==> config.mk <==
export PLATFORM = sky130hd
export DESIGN_NAME = button_input_port
export DESIGN_NICKNAME = d
export VERILOG_FILES = /design/src/rtl/button_input_port.sv
export SDC_FILE = /design/constraint.sdc
export NUM_CORES = 1
export LEC_CHECK = 0
export BUFFER_PORTS_ARGS = -buffer_cell sky130_fd_sc_hd__buf_2
export CORE_MARGIN = 5
export CORE_UTILIZATION = 45
export CTS_BUF_LIST = sky130_fd_sc_hd__clkbuf_4
export CTS_CLUSTER_DIAMETER = 60
export DETAILED_ROUTE_END_ITERATION = 6
export PLACE_DENSITY = 0.82
export RECOVER_POWER = 100
export SLEW_MARGIN = 20
export SYNTH_ARGS = -nofsm -noshare
export SYNTH_HDL_FRONTEND = slang
export SYNTH_SLANG_ARGS = --single-unit
==> constraint.sdc <==
create_clock -name CLK -period 3.6 [get_ports CLK]
set_input_delay 0.36 -clock CLK [delete_from_list [all_inputs] [get_ports CLK]]
set_output_delay 0.36 -clock CLK [all_outputs]
set_load 0.01 [all_outputs]
==> src/rtl/button_input_port.sv <==
// button_input_port: synchronizes and debounces button pins, keeps sticky press/release flags readable on the SOC IO bus.
// Latency: a clean pin change lands in STATE 2+DEBOUNCE_CYCLES edges after it is first sampled; io_rdata is valid one cycle after io_rstrb.
// Backpressure: none; every selected single-cycle strobe is accepted. Define BUTTON_IRQ_EN for IRQ_MASK at offset 3 and an irq output.
module button_input_port #(
  parameter int NUM_BUTTONS     = 3,
  parameter int DEBOUNCE_CYCLES = 16
) (
  input  logic                   CLK,
  input  logic                   RESET,
  input  logic [NUM_BUTTONS-1:0] BUTTONS,
  input  logic                   io_sel,
  input  logic [1:0]             io_addr,
  input  logic                   io_rstrb,
  input  logic                   io_wstrb,
  input  logic [31:0]            io_wdata,
  output logic [31:0]            io_rdata
`ifdef BUTTON_IRQ_EN
  ,
  output logic                   irq
`endif
);

  localparam int CW = $clog2(DEBOUNCE_CYCLES + 1);
  localparam logic [CW-1:0] CNT_LAST = CW'(DEBOUNCE_CYCLES - 1);

  localparam logic [1:0] ADDR_STATE    = 2'd0;
  localparam logic [1:0] ADDR_PRESSED  = 2'd1;
  localparam logic [1:0] ADDR_RELEASED = 2'd2;
`ifdef BUTTON_IRQ_EN
  localparam logic [1:0] ADDR_MASK     = 2'd3;
`endif

  logic [NUM_BUTTONS-1:0] s1, s2, stable;
  logic [NUM_BUTTONS-1:0] pressed, released;
  logic [CW-1:0]          cnt [NUM_BUTTONS];
  logic [NUM_BUTTONS-1:0] accept, rise, fall;
  logic [NUM_BUTTONS-1:0] clr_pressed, clr_released;
  logic                   wr_en, rd_en;
  logic [31:0]            rd_word;

  // Upper write-data bits have no register behind them when NUM_BUTTONS < 32.
  logic                   unused_wdata;
  assign unused_wdata = ^io_wdata;

`ifdef BUTTON_IRQ_EN
  logic [NUM_BUTTONS-1:0] irq_mask;
`endif

  assign wr_en = io_sel & io_wstrb;
  assign rd_en = io_sel & io_rstrb;

  // A bit is accepted once s2 has differed from stable for DEBOUNCE_CYCLES consecutive edges.
  always_comb begin
    accept = '0;
    for (int i = 0; i < NUM_BUTTONS; i++) begin
      accept[i] = (s2[i] != stable[i]) && (cnt[i] == CNT_LAST);
    end
    rise = accept & s2;
    fall = accept & ~s2;
  end

  // W1C masks; a simultaneous hardware set still wins because it is OR-ed in after the clear.
  always_comb begin
    clr_pressed  = '0;
    clr_released = '0;
    if (wr_en && io_addr == ADDR_PRESSED)  clr_pressed  = io_wdata[NUM_BUTTONS-1:0];
    if (wr_en && io_addr == ADDR_RELEASED) clr_released = io_wdata[NUM_BUTTONS-1:0];
  end

  // Synchronizer, per-bit debounce counters and the accepted stable level.
  always_ff @(posedge CLK) begin
    if (!RESET) begin
      s1     <= '0;
      s2     <= '0;
      stable <= '0;
      for (int i = 0; i < NUM_BUTTONS; i++) cnt[i] <= '0;
    end else begin
      s1 <= BUTTONS;
      s2 <= s1;
      for (int i = 0; i < NUM_BUTTONS; i++) begin
        // Matching the stable level (a glitch back) or accepting both restart the count.
        if (s2[i] == stable[i] || accept[i]) cnt[i] <= '0;
        else                                 cnt[i] <= cnt[i] + CW'(1);
      end
      stable <= stable ^ accept;
    end
  end

  // Sticky event flags, set on the same edge stable changes.
  always_ff @(posedge CLK) begin
    if (!RESET) begin
      pressed  <= '0;
      released <= '0;
    end else begin
      pressed  <= (pressed  & ~clr_pressed)  | rise;
      released <= (released & ~clr_released) | fall;
    end
  end

`ifdef BUTTON_IRQ_EN
  // Interrupt mask register and registered interrupt from the current flag state.
  always_ff @(posedge CLK) begin
    if (!RESET) begin
      irq_mask <= '0;
      irq      <= 1'b0;
    end else begin
      if (wr_en && io_addr == ADDR_MASK) irq_mask <= io_wdata[NUM_BUTTONS-1:0];
      irq <= |((pressed | released) & irq_mask);
    end
  end
`endif

  // Register-map read mux; unused bits and offsets read as zero.
  always_comb begin
    rd_word = '0;
    case (io_addr)
      ADDR_STATE:    rd_word[NUM_BUTTONS-1:0] = stable;
      ADDR_PRESSED:  rd_word[NUM_BUTTONS-1:0] = pressed;
      ADDR_RELEASED: rd_word[NUM_BUTTONS-1:0] = released;
      default: begin
`ifdef BUTTON_IRQ_EN
        rd_word[NUM_BUTTONS-1:0] = irq_mask;
`else
        rd_word = '0;
`endif
      end
    endcase
  end

  // Registered read data, zero in any cycle that does not follow a selected read.
  always_ff @(posedge CLK) begin
    if (!RESET)     io_rdata <= '0;
    else if (rd_en) io_rdata <= rd_word;
    else            io_rdata <= '0;
  end

endmodule

Word level (Yosys, flattened, before mapping)
Memories as Yosys holds them, arrays and structs flattened.
Cells that the tools add are included.
{ "classes": {"n_shift": 0, "mul": 0, "order_cmp": 0, "n_reduce_logical": 10, "div": 0, "n_bitwise": 18, "n_eq_ne": 11, "n_addsub": 3, "muxes": 28} }
{ "ops": {"columns": ["operator", "n"], "rows": [
  ["5-bit two-way mux", 6],
  ["1-bit two-way mux", 19],
  ["5-bit by 1-bit adder with 5-bit output (second input constant)", 3],
  ["5-bit by 4-bit == test with 1-bit output (second input constant)", 3],
  ["3-bit bitwise AND", 4],
  ["3-bit NOT", 3],
  ["3-bit one-hot mux with 3 select lines", 1],
  ["3-bit two-way mux", 2],
  ["1-bit OR", 6],
  ["3-bit OR", 2],
  ["1-bit logical AND", 5],
  ["1-bit == test", 3],
  ["1-bit logical OR", 3],
  ["1-bit inequality test", 3],
  ["3-bit bitwise XOR", 1],
  ["1-bit bitwise AND", 2],
  ["2-bit by 1-bit == test with 1-bit output (second input constant)", 1],
  ["2-bit == test (second input constant)", 1],
  ["2-bit zero test", 1],
  ["2-bit AND reduction", 1]
]} }
{ "totals": {"regBits": 47, "inputBits": 42, "ramBits": 15, "latchBits": 0, "output_inout_bits": 32, "romBits": 0, "memories": 1, "wordCells": 78} }
{ "memory_table": {"columns": ["name", "depth", "word_bits", "read_ports", "rd_ports_with_merged_regs", "wr", "line_no", "rtl"], "rows": [
  ["cnt", 3, 5, 3, 0, 3, "35", "logic [CW-1:0] cnt [NUM_BUTTONS];"]
]} }

Logic depth before layout (Yosys ltp)
Gate-level depths: netlist (run 1).
An unclocked memory read counts as a cell.
{ "depth": {"ltp_word": 9, "mapped_depth": 5, "depth_no_buf": 5} }

Least setup slack after synthesis (run 1)
Ideal clock, no wire load.
{ "synth_path": {"path_type": "register to register", "startpoint": "memory cnt[1][0] (netlist bit)", "endpoint": "memory cnt[1][2] (netlist bit), data pin", "slack_ns": 2.126, "synth_period_minus_slack_ns": 1.474, "stages_incl_launch_ff": 6, "required_ns": 3.461, "t_arrival_ns": 1.334, "path_cell_list": "edfxtp_1 ha_1 and3_1 ha_1 nand3b_1 nor2_1"} }
{ "synth_lines": {"columns": ["element", "line_no"], "rows": [
  ["from (decl)", "35"]
]} }

==> metrics.log, run 1 <==
[metrics] run status: completed
[metrics] maximum vdd drop: 121 uV
[metrics] register share of total power: 61.6%
[metrics] number of diodes: 0
[metrics] reg-to-reg critical path endpoint: cnt[1][3]$_SDFFCE_PN0P_
[metrics] area used by multi-input combinational logic: 733 sq um
[metrics] Max-Cap Viols: 0
[metrics] final RePlAce weighted congestion: 0.780
[metrics] launch instance of the worst register-to-register path: cnt[1][0]$_SDFFCE_PN0P_
[metrics] Setup crit start kind: register
[metrics] reg-to-reg setup timing slack: 1.92 ns
[metrics] number of clock buffers inserted by TritonCTS: 5
[metrics] average detailed-routed wire length per instance: 9.98 microns
[metrics] Layout Skew: 0.00790 ns
[metrics] worst slew pin tran: 0.891 ns
[metrics] leakage: 0.798 nW
[metrics] total grt overflow: 0
[metrics] Vias: 1041
[metrics] crit path to: cnt[1][3]$_SDFFCE_PN0P_
[metrics] via count of the first global-routing pass: 952
[metrics] start point of the critical path: cnt[1][0]$_SDFFCE_PN0P_
[metrics] critical path, cell by cell: ha_1, and3_1, ha_1, nand3b_1, nor2_1
[metrics] CTS HTree Levels: 2
[metrics] number of clock sinks: 33
[metrics] maximum count of clock buffers along a single path: 2
[metrics] combined area of all synthesized cells: 1650 sq um
[metrics] die area: 4990 sq um
[metrics] stages on the worst setup path: 5
[metrics] switching power share of the total: 23.6%
[metrics] NetSw: 0.156 mW
[metrics] leading cell types in the layout, fill and taps excluded: sky130_fd_sc_hd__conb_1, sky130_fd_sc_hd__dfxtp_1, sky130_fd_sc_hd__nor2_1, sky130_fd_sc_hd__edfxtp_1
[metrics] violation count after the first detailed-route iteration: 34
[metrics] number of top-level pins: 74
[metrics] Synth cell types: 27
[metrics] Starting Density: 45.9%
[metrics] Synth-to-Final Area Change: 6.43%
[metrics] total global-route track usage: 10.5%
[metrics] Layout Utilization: 48.8%
[metrics] Final Critical Period: 1.68 ns
[metrics] CP dominant cell by count: sky130_fd_sc_hd__ha_1
[metrics] fin crit share: 46.6%
[metrics] Finish-stage setup viols: 0
[metrics] total count of hold-check failures in the final report: 0
[metrics] number of port buffers: 15
[metrics] delay of the slowest critical-path stage: 0.42 ns
[metrics] die boundary width: 70.6 microns
[metrics] post-synth top area share: 27.2%
[metrics] maximum fanout along the worst path: 5
[metrics] Die Y: 70.6 microns
[metrics] final net count: 238
[metrics] Resize count post-CTS: 0
[metrics] sequential cell area: 811 sq um
[metrics] Avg Inst Size Synth: 10.5 sq um
[metrics] Critical Path End Type: register
[metrics] WP buf/inv: 0
[metrics] first-pass iteration count of the detailed router: 4
[metrics] clock input transition at the sequential cells of the worst setup and hold paths: 0.09 ns
[metrics] setup TNS: 0 ns
[metrics] Post-Route WL: 2390 microns
[metrics] kind of cell with the highest combined delay on the critical path: simple AND/OR/NAND/NOR gates
[metrics] power per cell area: 376 nW/um^2
[metrics] post-synthesis instance total: 158
[metrics] arrival time at the worst endpoint: 1.86 ns
[metrics] relative contribution of combinational cells to total power: 7.3%
[metrics] DP HPWL: 1770 microns
[metrics] CP max stage cell: sky130_fd_sc_hd__edfxtp_1
[metrics] sequential element share of the synthesized area: 49.0%
[metrics] DRC violations left: 0
[metrics] proportion of power drawn by the clock network: 31.1%
[metrics] postcts setup bufs: 0
[metrics] placeable core area: 3610 sq um
[metrics] pin count of the biggest net entering global routing: 26
[metrics] ratio of cells with drive above 1 in the final layout: 9.95%
[metrics] count of synthesis-stage warnings from yosys: 0
[metrics] Hold/Removal Path Class: in2reg
[metrics] wire length of the first global-routing pass: 3990 microns
[metrics] top post-synthesis cells by area: sky130_fd_sc_hd__edfxtp_1, sky130_fd_sc_hd__dfxtp_1, sky130_fd_sc_hd__buf_4, sky130_fd_sc_hd__ha_1, sky130_fd_sc_hd__mux2i_1
[metrics] number of antenna violations at the first check in global routing: 0
[metrics] Std-Cell Rows: 22
[metrics] internal power: 0.507 mW
[metrics] number of fill cells: 357
[metrics] Synth Register Bits: 33
[metrics] number of max-slew violations in the final report: 0
[metrics] latest clock arrival within the worst-skew pair: 0.33 ns
[metrics] Clock Tree Root: sky130_fd_sc_hd__clkbuf_4
[metrics] setup repair after global routing missed its margin: no
[metrics] Via density: 4.36
[metrics] r2r worst-path depth: 5
[metrics] count of hold buffers inserted by post-cts repair: 0
[metrics] kind of critical path: reg2reg
[metrics] worst max-slew margin expressed relative to the limit: 40.6%
[metrics] post-synthesis cell type with the largest combined area: sky130_fd_sc_hd__edfxtp_1
[metrics] Peak Freq: 596 MHz
[metrics] antenna-violating nets left: 0
[metrics] WP data required: 3.79 ns
[metrics] clock tree from TritonCTS: built
[metrics] most common library cell in the layout ignoring fill and taps: sky130_fd_sc_hd__conb_1
[flip-flops by register name (all words and copies together) (netlist names), named ones only]
signal,cells
cnt,15
io_rdata,3
pressed,3
released,3
s1,3
s2,3
[kinds of logic after synthesis]
kind of cell / share of synthesized area (%)
flops: 49.0
buf+inv: 16.2
mux: 3.63
fa+ha+maj: 4.54
other cells: 0.454
xor+xnor: 4.77
simple gates: 15.4
compound gates: 5.98
[area by class of cell]
class                      count  share of cell area, %
clock inverter                 1                  0.213
timing repair buffer          15                   3.98
clock buffer                   7                   2.99
sequential                    33                   46.1
inverter                       8                   1.71
multi-input combinational    127                   41.6
tap                           48                   3.41
[power groups by stage]
stage | registers (mW) | logic, mW | clock network [mW]
CTS | 0.408 | 0.0477 | 0.216
global placement | 0.416 | 0.0470 | 0
finish | 0.408 | 0.0484 | 0.206
global route | 0.410 | 0.0556 | 0.236
floorplan | 0.415 | 0.0601 | 0
detailed placement | 0.417 | 0.0474 | 0
[per-layer routing]
| layer | share of wire, % | vias to the layer above | GRT usage, % |
|---|---|---|---|
| li1 | - | 530 | - |
| met1 | 43 | 464 | 11.8 |
| met2 | 43 | 41 | 15.0 |
| met3 | 11 | 6 | 5.11 |
| met4 | 2.5 | 0 | 8.35 |
| met5 | 0 | - | 0 |
[how the worst min path moves through the flow]
| stage | startpoint | to | slack [ns] | cells past startpoint |
|---|---|---|---|---|
| floorplan | s1[0]$_SDFF_PN0_ | s2[0]$_SDFF_PN0_ | 0.41 | 1 |
| CTS | BUTTONS[2] | s1[2]$_SDFF_PN0_ | 0.21 | 2 |
| finish | BUTTONS[2] | s1[2]$_SDFF_PN0_ | 0.23 | 2 |
| global route | BUTTONS[2] | s1[2]$_SDFF_PN0_ | 0.21 | 2 |
| global placement | s1[1]$_SDFF_PN0_ | s2[1]$_SDFF_PN0_ | 0.42 | 1 |
| detailed placement | s1[1]$_SDFF_PN0_ | s2[1]$_SDFF_PN0_ | 0.42 | 1 |
[per-stage QoR]
stage          setup WS, ns  area, sq um  hold WS, ns  cells  total power, mW
2_1_floorplan          2.13         1810        0.412    200            0.475
3_3_place_gp           1.98         1710        0.416    231            0.463
3_5_place_dp           1.95         1710        0.419    231            0.464
4_1_cts                1.93         1770        0.211    239            0.672
5_1_grt                1.81         1760        0.211    239            0.702
6_report               1.92         1760        0.228    239            0.663
[Yosys cell counts, drive strengths merged]
library cell	instances
nand2	11
conb	2
o22ai	3
xnor2	3
nand4b	4
a21oi	2
nor2b	3
xor2	6
buf	31
dfxtp	18
a21o	1
inv	8
edfxtp	15
clkbuf	1
ha	6
nor2	15
o311ai	3
and3	3
a41o	2
nand3b	3
and4b	1
mux2i	6
and2	6
o31ai	2
nand3	3
No activity file was read; power rests on OpenSTA's default activity.
==> run 2: changes to the inputs <==
==> constraint.sdc (replaced) <==
create_clock -name CLK -period 1.6 [get_ports CLK]
set_input_delay 0.16 -clock CLK [delete_from_list [all_inputs] [get_ports CLK]]
set_output_delay 0.16 -clock CLK [all_outputs]
set_load 0.01 [all_outputs]
==> metrics.log, run 2 (synthesized netlist as in run 1, its figures left out) <==
[metrics] run status: completed
[metrics] Largest register FFs: 15 (unchanged)
[metrics] count of placed standard cells in the final layout, fillers left out: 244 (+2.1%)
[metrics] final net count: 243 (+2.1%)
[metrics] Hold/Removal Path Class: in2reg
[metrics] maximum count of clock buffers along a single path: 2 (unchanged)
[metrics] CP max stage cell: sky130_fd_sc_hd__edfxtp_1
[metrics] Final Worst Setup Slack: 0.111 ns (-1.81 ns)
[metrics] critical path, cell by cell: ha_2, and3_4, ha_4, nand3b_1, nor2_1
[metrics] CTS HTree Levels: 2 (unchanged)
[metrics] kind of cell with the highest combined delay on the critical path: simple AND/OR/NAND/NOR gates
[metrics] Peak Freq: 672 MHz (+13%)
[metrics] antenna-violating nets left: 0 (unchanged)
[metrics] Critical Path End Type: register
[metrics] Starting Density: 45.9% (unchanged)
[metrics] pre-CTS setup slack: -0.00232 ns (-1.96 ns)
[metrics] area used by multi-input combinational logic: 763 sq um (+4.1%)
[metrics] arrival time at the worst endpoint: 1.66 ns (-0.20 ns)
[metrics] ratio of cells with drive above 1 in the final layout: 16.3% (+6.4 points)
[metrics] violation count after the first detailed-route iteration: 37 (+8.8%)
[metrics] leakage: 0.826 nW (+3.5%)
[metrics] power per cell area: 888 nW/um^2 (+140%)
[metrics] sequential cell area: 811 sq um (unchanged)
[metrics] number of antenna violations at the first check in global routing: 0 (unchanged)
[metrics] number of fill cells: 353 (-1.1%)
[metrics] largest register by flop count: cnt
[metrics] first-pass iteration count of the detailed router: 3 (-1)
[metrics] number of port buffers: 15 (unchanged)
[metrics] Die Y: 70.6 microns (unchanged)
[metrics] number of max-slew violations in the final report: 0 (unchanged)
[metrics] Final Critical Period: 1.49 ns (-0.189 ns)
[metrics] number of clock buffers inserted by TritonCTS: 5 (unchanged)
[metrics] die boundary width: 70.6 microns (unchanged)
[metrics] wire length of the first global-routing pass: 4190 microns (+5.0%)
[metrics] final cell area excluding filler cells: 1850 sq um (+5.2%)
[metrics] number of top-level pins: 74 (unchanged)
[metrics] DRC violations left: 0 (unchanged)
[metrics] clock tree from TritonCTS: built
[metrics] total global-route track usage: 10.3% (-0.14 points)
[metrics] Std-Cell Rows: 22 (unchanged)
[metrics] delay of the slowest critical-path stage: 0.41 ns (about the same)
[metrics] average detailed-routed wire length per instance: 10.2 microns (+2.3%)
[metrics] most common library cell in the layout ignoring fill and taps: sky130_fd_sc_hd__conb_1
[metrics] kind of critical path: reg2reg
[metrics] count of hold buffers inserted by post-cts repair: 0 (unchanged)
[metrics] WP buf/inv: 0 (unchanged)
[metrics] Synth-to-Final Area Change: 12.0%
[metrics] pin count of the biggest net entering global routing: 26 (unchanged)
[metrics] setup TNS: 0 ns (unchanged)
[metrics] Via density: 4.30 (-1.3%)
[metrics] maximum fanout along the worst path: 5 (unchanged)
[metrics] dpl cells: 234 (+1.3%)
[metrics] clock input transition at the sequential cells of the worst setup and hold paths: 0.10 ns (about the same)
[metrics] final RePlAce weighted congestion: 0.772 (-0.94%)
[metrics] total grt overflow: 0 (unchanged)
[metrics] placeable core area: 3610 sq um (unchanged)
[metrics] number of clock sinks: 33 (unchanged)
[metrics] Finish-stage setup viols: 0 (unchanged)
[metrics] DP HPWL: 1850 microns (+4.9%)
[metrics] fin crit share: 93.0% (+46 points)
[metrics] Post-Route WL: 2490 microns (+4.4%)
[metrics] Max-Cap Viols: 0 (unchanged)
[metrics] Vias: 1049 (+0.77%)
[metrics] WP data required: 1.77 ns (-2.02 ns)
[metrics] cell area reported after detailed placement: 1730 sq um (+1.3%)
[metrics] via count of the first global-routing pass: 1018 (+6.9%)
[metrics] number of diodes: 0 (unchanged)
[metrics] maximum vdd drop: 267 uV (+120%)
[metrics] leading cell types in the layout, fill and taps excluded: sky130_fd_sc_hd__conb_1, sky130_fd_sc_hd__dfxtp_1, sky130_fd_sc_hd__nor2_1, sky130_fd_sc_hd__edfxtp_1, sky130_fd_sc_hd__buf_2
[metrics] Design Power: 1.64 mW (+150%)
[metrics] total count of hold-check failures in the final report: 0 (unchanged)
[metrics] Layout Skew: 0.00835 ns (+0.000453 ns)
[metrics] Clock Tree Root: sky130_fd_sc_hd__clkbuf_4
[metrics] latest clock arrival within the worst-skew pair: 0.32 ns (about the same)
[metrics] die area: 4990 sq um (unchanged)
[metrics] Setup crit start kind: register
[run 2: changes by cell type in the layout (fill, tap and decap cells not counted), sizes merged]
cell    before  now
buf         11   17
bufinv       0    1
clkbuf      11    9
[run 2: final timing paths]
kind	slack (ns)	cells past startpoint	startpoint	to
max	0.11	5	cnt[1][1]$_SDFFCE_PN0P_	cnt[1][1]$_SDFFCE_PN0P_
min	0.04	2	BUTTONS[1]	s1[1]$_SDFF_PN0_
min reg2reg	0.44	1	s1[2]$_SDFF_PN0_	s2[2]$_SDFF_PN0_
max reg2reg	0.11	5	cnt[1][1]$_SDFFCE_PN0P_	cnt[1][1]$_SDFFCE_PN0P_
[run 2: cell type report]
cell class	count	share of cell area, %
Clock inverter	2	1.82
Multi-Input combinational cell	127	41.2
Inverter	8	1.62
Sequential cell	33	43.8
Timing Repair Buffer	20	5.88
Clock buffer	6	2.43
Tap cell	48	3.24
[run 2: metrics by stage]
step                      hold WS [ns]  util, %
after floorplan                  0.287        -
after global placement           0.379     48.0
after detailed placement         0.372     48.0
after CTS                       0.0185     50.5
after global routing            0.0220     51.4
final                           0.0365     51.4
[run 2: power breakdown]
group / leakage (nW) / switching, mW / internal (mW)
Clock: 0.0433 / 0.267 / 0.342
Sequential: 0.301 / 0.0143 / 0.904
Combinational: 0.481 / 0.0784 / 0.0381
[run 2: metal layers]
layer	wire length, microns	vias to the layer above	global-route usage [%]
met5	0	-	0
met4	39	0	4.18
met3	257	5	4.55
met2	1140	36	16.9
met1	1060	467	11.8
li1	-	541	-
[run 2: repair_timing]
| action | 4_1_cts | 5_1_grt |
|---|---|---|
| endpoints found under the setup margin | 4 | 13 |
| buffers inserted | 1 | 1 |
| pin swaps | 1 | 7 |
| gates resized for setup | 1 | 7 |
==> run 3: changes to the inputs <==
--- a/config.mk
+++ b/config.mk
@@ -7,11 +7,11 @@
 export LEC_CHECK = 0
 export BUFFER_PORTS_ARGS = -buffer_cell sky130_fd_sc_hd__buf_2
 export CORE_MARGIN = 5
-export CORE_UTILIZATION = 45
+export CORE_UTILIZATION = 30
 export CTS_BUF_LIST = sky130_fd_sc_hd__clkbuf_4
 export CTS_CLUSTER_DIAMETER = 60
 export DETAILED_ROUTE_END_ITERATION = 6
-export PLACE_DENSITY = 0.82
+export PLACE_DENSITY = 0.6
 export RECOVER_POWER = 100
 export SLEW_MARGIN = 20
 export SYNTH_ARGS = -nofsm -noshare
==> metrics.log, run 3 (synthesized netlist as in run 1, its figures left out) <==
[metrics] Cells on Worst Hold Path: 2 (unchanged)
[metrics] total count of hold-check failures in the final report: 0 (unchanged)
[metrics] NetSw: 0.370 mW (+2.6%)
[metrics] number of max-slew violations in the final report: 0 (unchanged)
[metrics] kind of critical path: reg2reg
[metrics] violation count after the first detailed-route iteration: 60 (+62%)
[metrics] die area: 7100 sq um (+42%)
[metrics] first-pass iteration count of the detailed router: 3 (unchanged)
[metrics] switching power share of the total: 22.3% (+0.41 points)
[metrics] number of fill cells: 577 (+63%)
[metrics] r2r worst-path depth: 5 (unchanged)
[metrics] Critical Path End Type: register
[metrics] proportion of power drawn by the clock network: 37.4% (+0.3 points)
[metrics] Starting Density: 30.4% (-15 points)
[metrics] total global-route track usage: 7.51% (-2.8 points)
[metrics] final RePlAce weighted congestion: 0.774 (+0.25%)
[metrics] die boundary width: 84.3 microns (+19%)
[metrics] power per cell area: 872 nW/um^2 (-1.8%)
[metrics] number of clock sinks: 33 (unchanged)
[metrics] stages on the worst setup path: 5 (unchanged)
[metrics] leakage: 0.837 nW (+1.4%)
[metrics] DP HPWL: 1800 microns (-3.2%)
[metrics] Clock Tree Root: sky130_fd_sc_hd__clkbuf_4
[metrics] sequential cell area: 811 sq um (unchanged)
[metrics] clock tree from TritonCTS: built
[metrics] arrival time at the worst endpoint: 1.70 ns (+0.04 ns)
[metrics] dpl cells: 259 (+11%)
[metrics] number of top-level pins: 74 (unchanged)
[metrics] relative contribution of combinational cells to total power: 7.2% (about the same)
[metrics] critical path, cell by cell: ha_2, and3_1, ha_1, nand3b_1, nor2_1
[metrics] Hold/Removal Path Class: in2reg
[metrics] pin count of the biggest net entering global routing: 26 (unchanged)
[metrics] maximum count of clock buffers along a single path: 2 (unchanged)
[metrics] kind of cell with the highest combined delay on the critical path: simple AND/OR/NAND/NOR gates
[metrics] number of diodes: 0 (unchanged)
[metrics] Max-Cap Viols: 0 (unchanged)
[metrics] total grt overflow: 0 (unchanged)
[metrics] Final Critical Period: 1.51 ns (+0.0167 ns)
[metrics] largest register by flop count: cnt
[metrics] CTS HTree Levels: 2 (unchanged)
[metrics] Setup crit start kind: register
[metrics] number of antenna violations at the first check in global routing: 0 (unchanged)
[metrics] Finish-stage setup viols: 0 (unchanged)
[metrics] most common library cell in the layout ignoring fill and taps: sky130_fd_sc_hd__conb_1
[metrics] via count of the first global-routing pass: 953 (-6.4%)
[metrics] leading cell types in the layout, fill and taps excluded: sky130_fd_sc_hd__conb_1, sky130_fd_sc_hd__dfxtp_1, sky130_fd_sc_hd__nor2_1, sky130_fd_sc_hd__edfxtp_1, sky130_fd_sc_hd__buf_2
[metrics] antenna-violating nets left: 0 (unchanged)
[metrics] count of placed standard cells in the final layout, fillers left out: 271 (+11%)
[metrics] area used by multi-input combinational logic: 756 sq um (-0.98%)
[metrics] average detailed-routed wire length per instance: 9.35 microns (-8.4%)
[metrics] cell area reported after detailed placement: 1770 sq um (+2.2%)
[metrics] number of port buffers: 15 (unchanged)
[metrics] run status: completed
[metrics] fin crit share: 94.1% (+1.0 points)
[metrics] WP buf/inv: 0 (unchanged)
[metrics] maximum vdd drop: 547 uV (+100%)
[metrics] Via density: 3.83 (-11%)
[metrics] Largest register FFs: 15 (unchanged)
[metrics] Design Power: 1.66 mW (+0.77%)
[metrics] final net count: 246 (+1.2%)
[metrics] internal power: 1.29 mW (+0.25%)
[metrics] placeable core area: 5440 sq um (+51%)
[metrics] Peak Freq: 664 MHz (-1.1%)
[metrics] Synth-to-Final Area Change: 14.8%
[metrics] ratio of cells with drive above 1 in the final layout: 17.1% (+0.76 points)
[metrics] DRC violations left: 0 (unchanged)
[metrics] number of clock buffers inserted by TritonCTS: 5 (unchanged)
[metrics] latest clock arrival within the worst-skew pair: 0.34 ns (+0.02 ns)
[metrics] CP max stage cell: sky130_fd_sc_hd__edfxtp_1
[metrics] maximum fanout along the worst path: 5 (unchanged)
[metrics] Post-Route WL: 2530 microns (+1.7%)
[metrics] final cell area excluding filler cells: 1900 sq um (+2.6%)
[metrics] delay of the slowest critical-path stage: 0.42 ns (about the same)
[metrics] wire length of the first global-routing pass: 4120 microns (-1.6%)
[metrics] register share of total power: 55.5% (-0.3 points)
[metrics] WP data required: 1.79 ns (+0.02 ns)
[metrics] clock input transition at the sequential cells of the worst setup and hold paths: 0.09 ns (about the same)
[metrics] Layout Skew: 0.00968 ns (+0.00133 ns)
[metrics] setup TNS: 0 ns (unchanged)
[metrics] Std-Cell Rows: 27 (+23%)
[metrics] Die Y: 84.3 microns (+19%)
[metrics] Vias: 1038 (-1.0%)
-- run 3: routing by layer --
layer / up-vias / global-route usage [%] / share of wire, %
li1: 546 / - / -
met1: 461 / 8.48 / 43
met2: 24 / 11.0 / 46
met3: 7 / 4.32 / 8.1
met4: 0 / 4.39 / 2.6
met5: - / 0 / 0
-- run 3: final timing paths --
kind / from / to / slack (ns)
setup / recovery: cnt[2][0]$_SDFFCE_PN0P_ / cnt[2][0]$_SDFFCE_PN0P_ / 0.09
hold / removal: BUTTONS[1] / s1[1]$_SDFF_PN0_ / 0.03
setup reg to reg: cnt[2][0]$_SDFFCE_PN0P_ / cnt[2][0]$_SDFFCE_PN0P_ / 0.09
hold reg to reg: s1[2]$_SDFF_PN0_ / s2[2]$_SDFF_PN0_ / 0.44
-- run 3: final cells by class --
type	count	area share [%]
clock buffer	6	2.37
clock inverter	2	1.78
inverter	8	1.58
multi-input combinational	127	39.8
sequential	33	42.7
tap	72	4.74
timing repair buffer	23	7.05
-- run 3: repair_timing --
item	in CTS	in global routing
hold buffers	0	1
buffers inserted	0	3
gates resized for setup	0	7
endpoints found under the hold margin	0	1
endpoints found under the setup margin	0	15
-- run 3: power groups by stage --
stage | sequential [mW] | combinational, mW | clock (mW)
after floorplan | 0.934 | 0.135 | 0
after global placement | 0.937 | 0.109 | 0
after detailed placement | 0.938 | 0.109 | 0
after CTS | 0.919 | 0.109 | 0.649
after global routing | 0.922 | 0.137 | 0.696
final | 0.919 | 0.119 | 0.620
-- run 3: worst reg2reg max path: stages, from the launching register on --
cell and delay (ns):
sky130_fd_sc_hd__edfxtp_1 0.42, sky130_fd_sc_hd__ha_2 0.20, sky130_fd_sc_hd__and3_1 0.16, sky130_fd_sc_hd__ha_1 0.18, sky130_fd_sc_hd__nand3b_1 0.25, sky130_fd_sc_hd__nor2_1 0.15
-- run 3: per-stage QoR --
| step | worst slack (ns) | utilization (%) | hold slack [ns] |
|---|---|---|---|
| final | 0.0945 | 34.9 | 0.0344 |
| after global routing | -0.00145 | 34.9 | 0.000540 |
| after CTS | 0.0220 | 34.0 | 0.00202 |
| after detailed placement | 0.0481 | 32.5 | 0.371 |
| after global placement | 0.0770 | 32.5 | 0.365 |
| after floorplan | 0.126 | - | 0.287 |
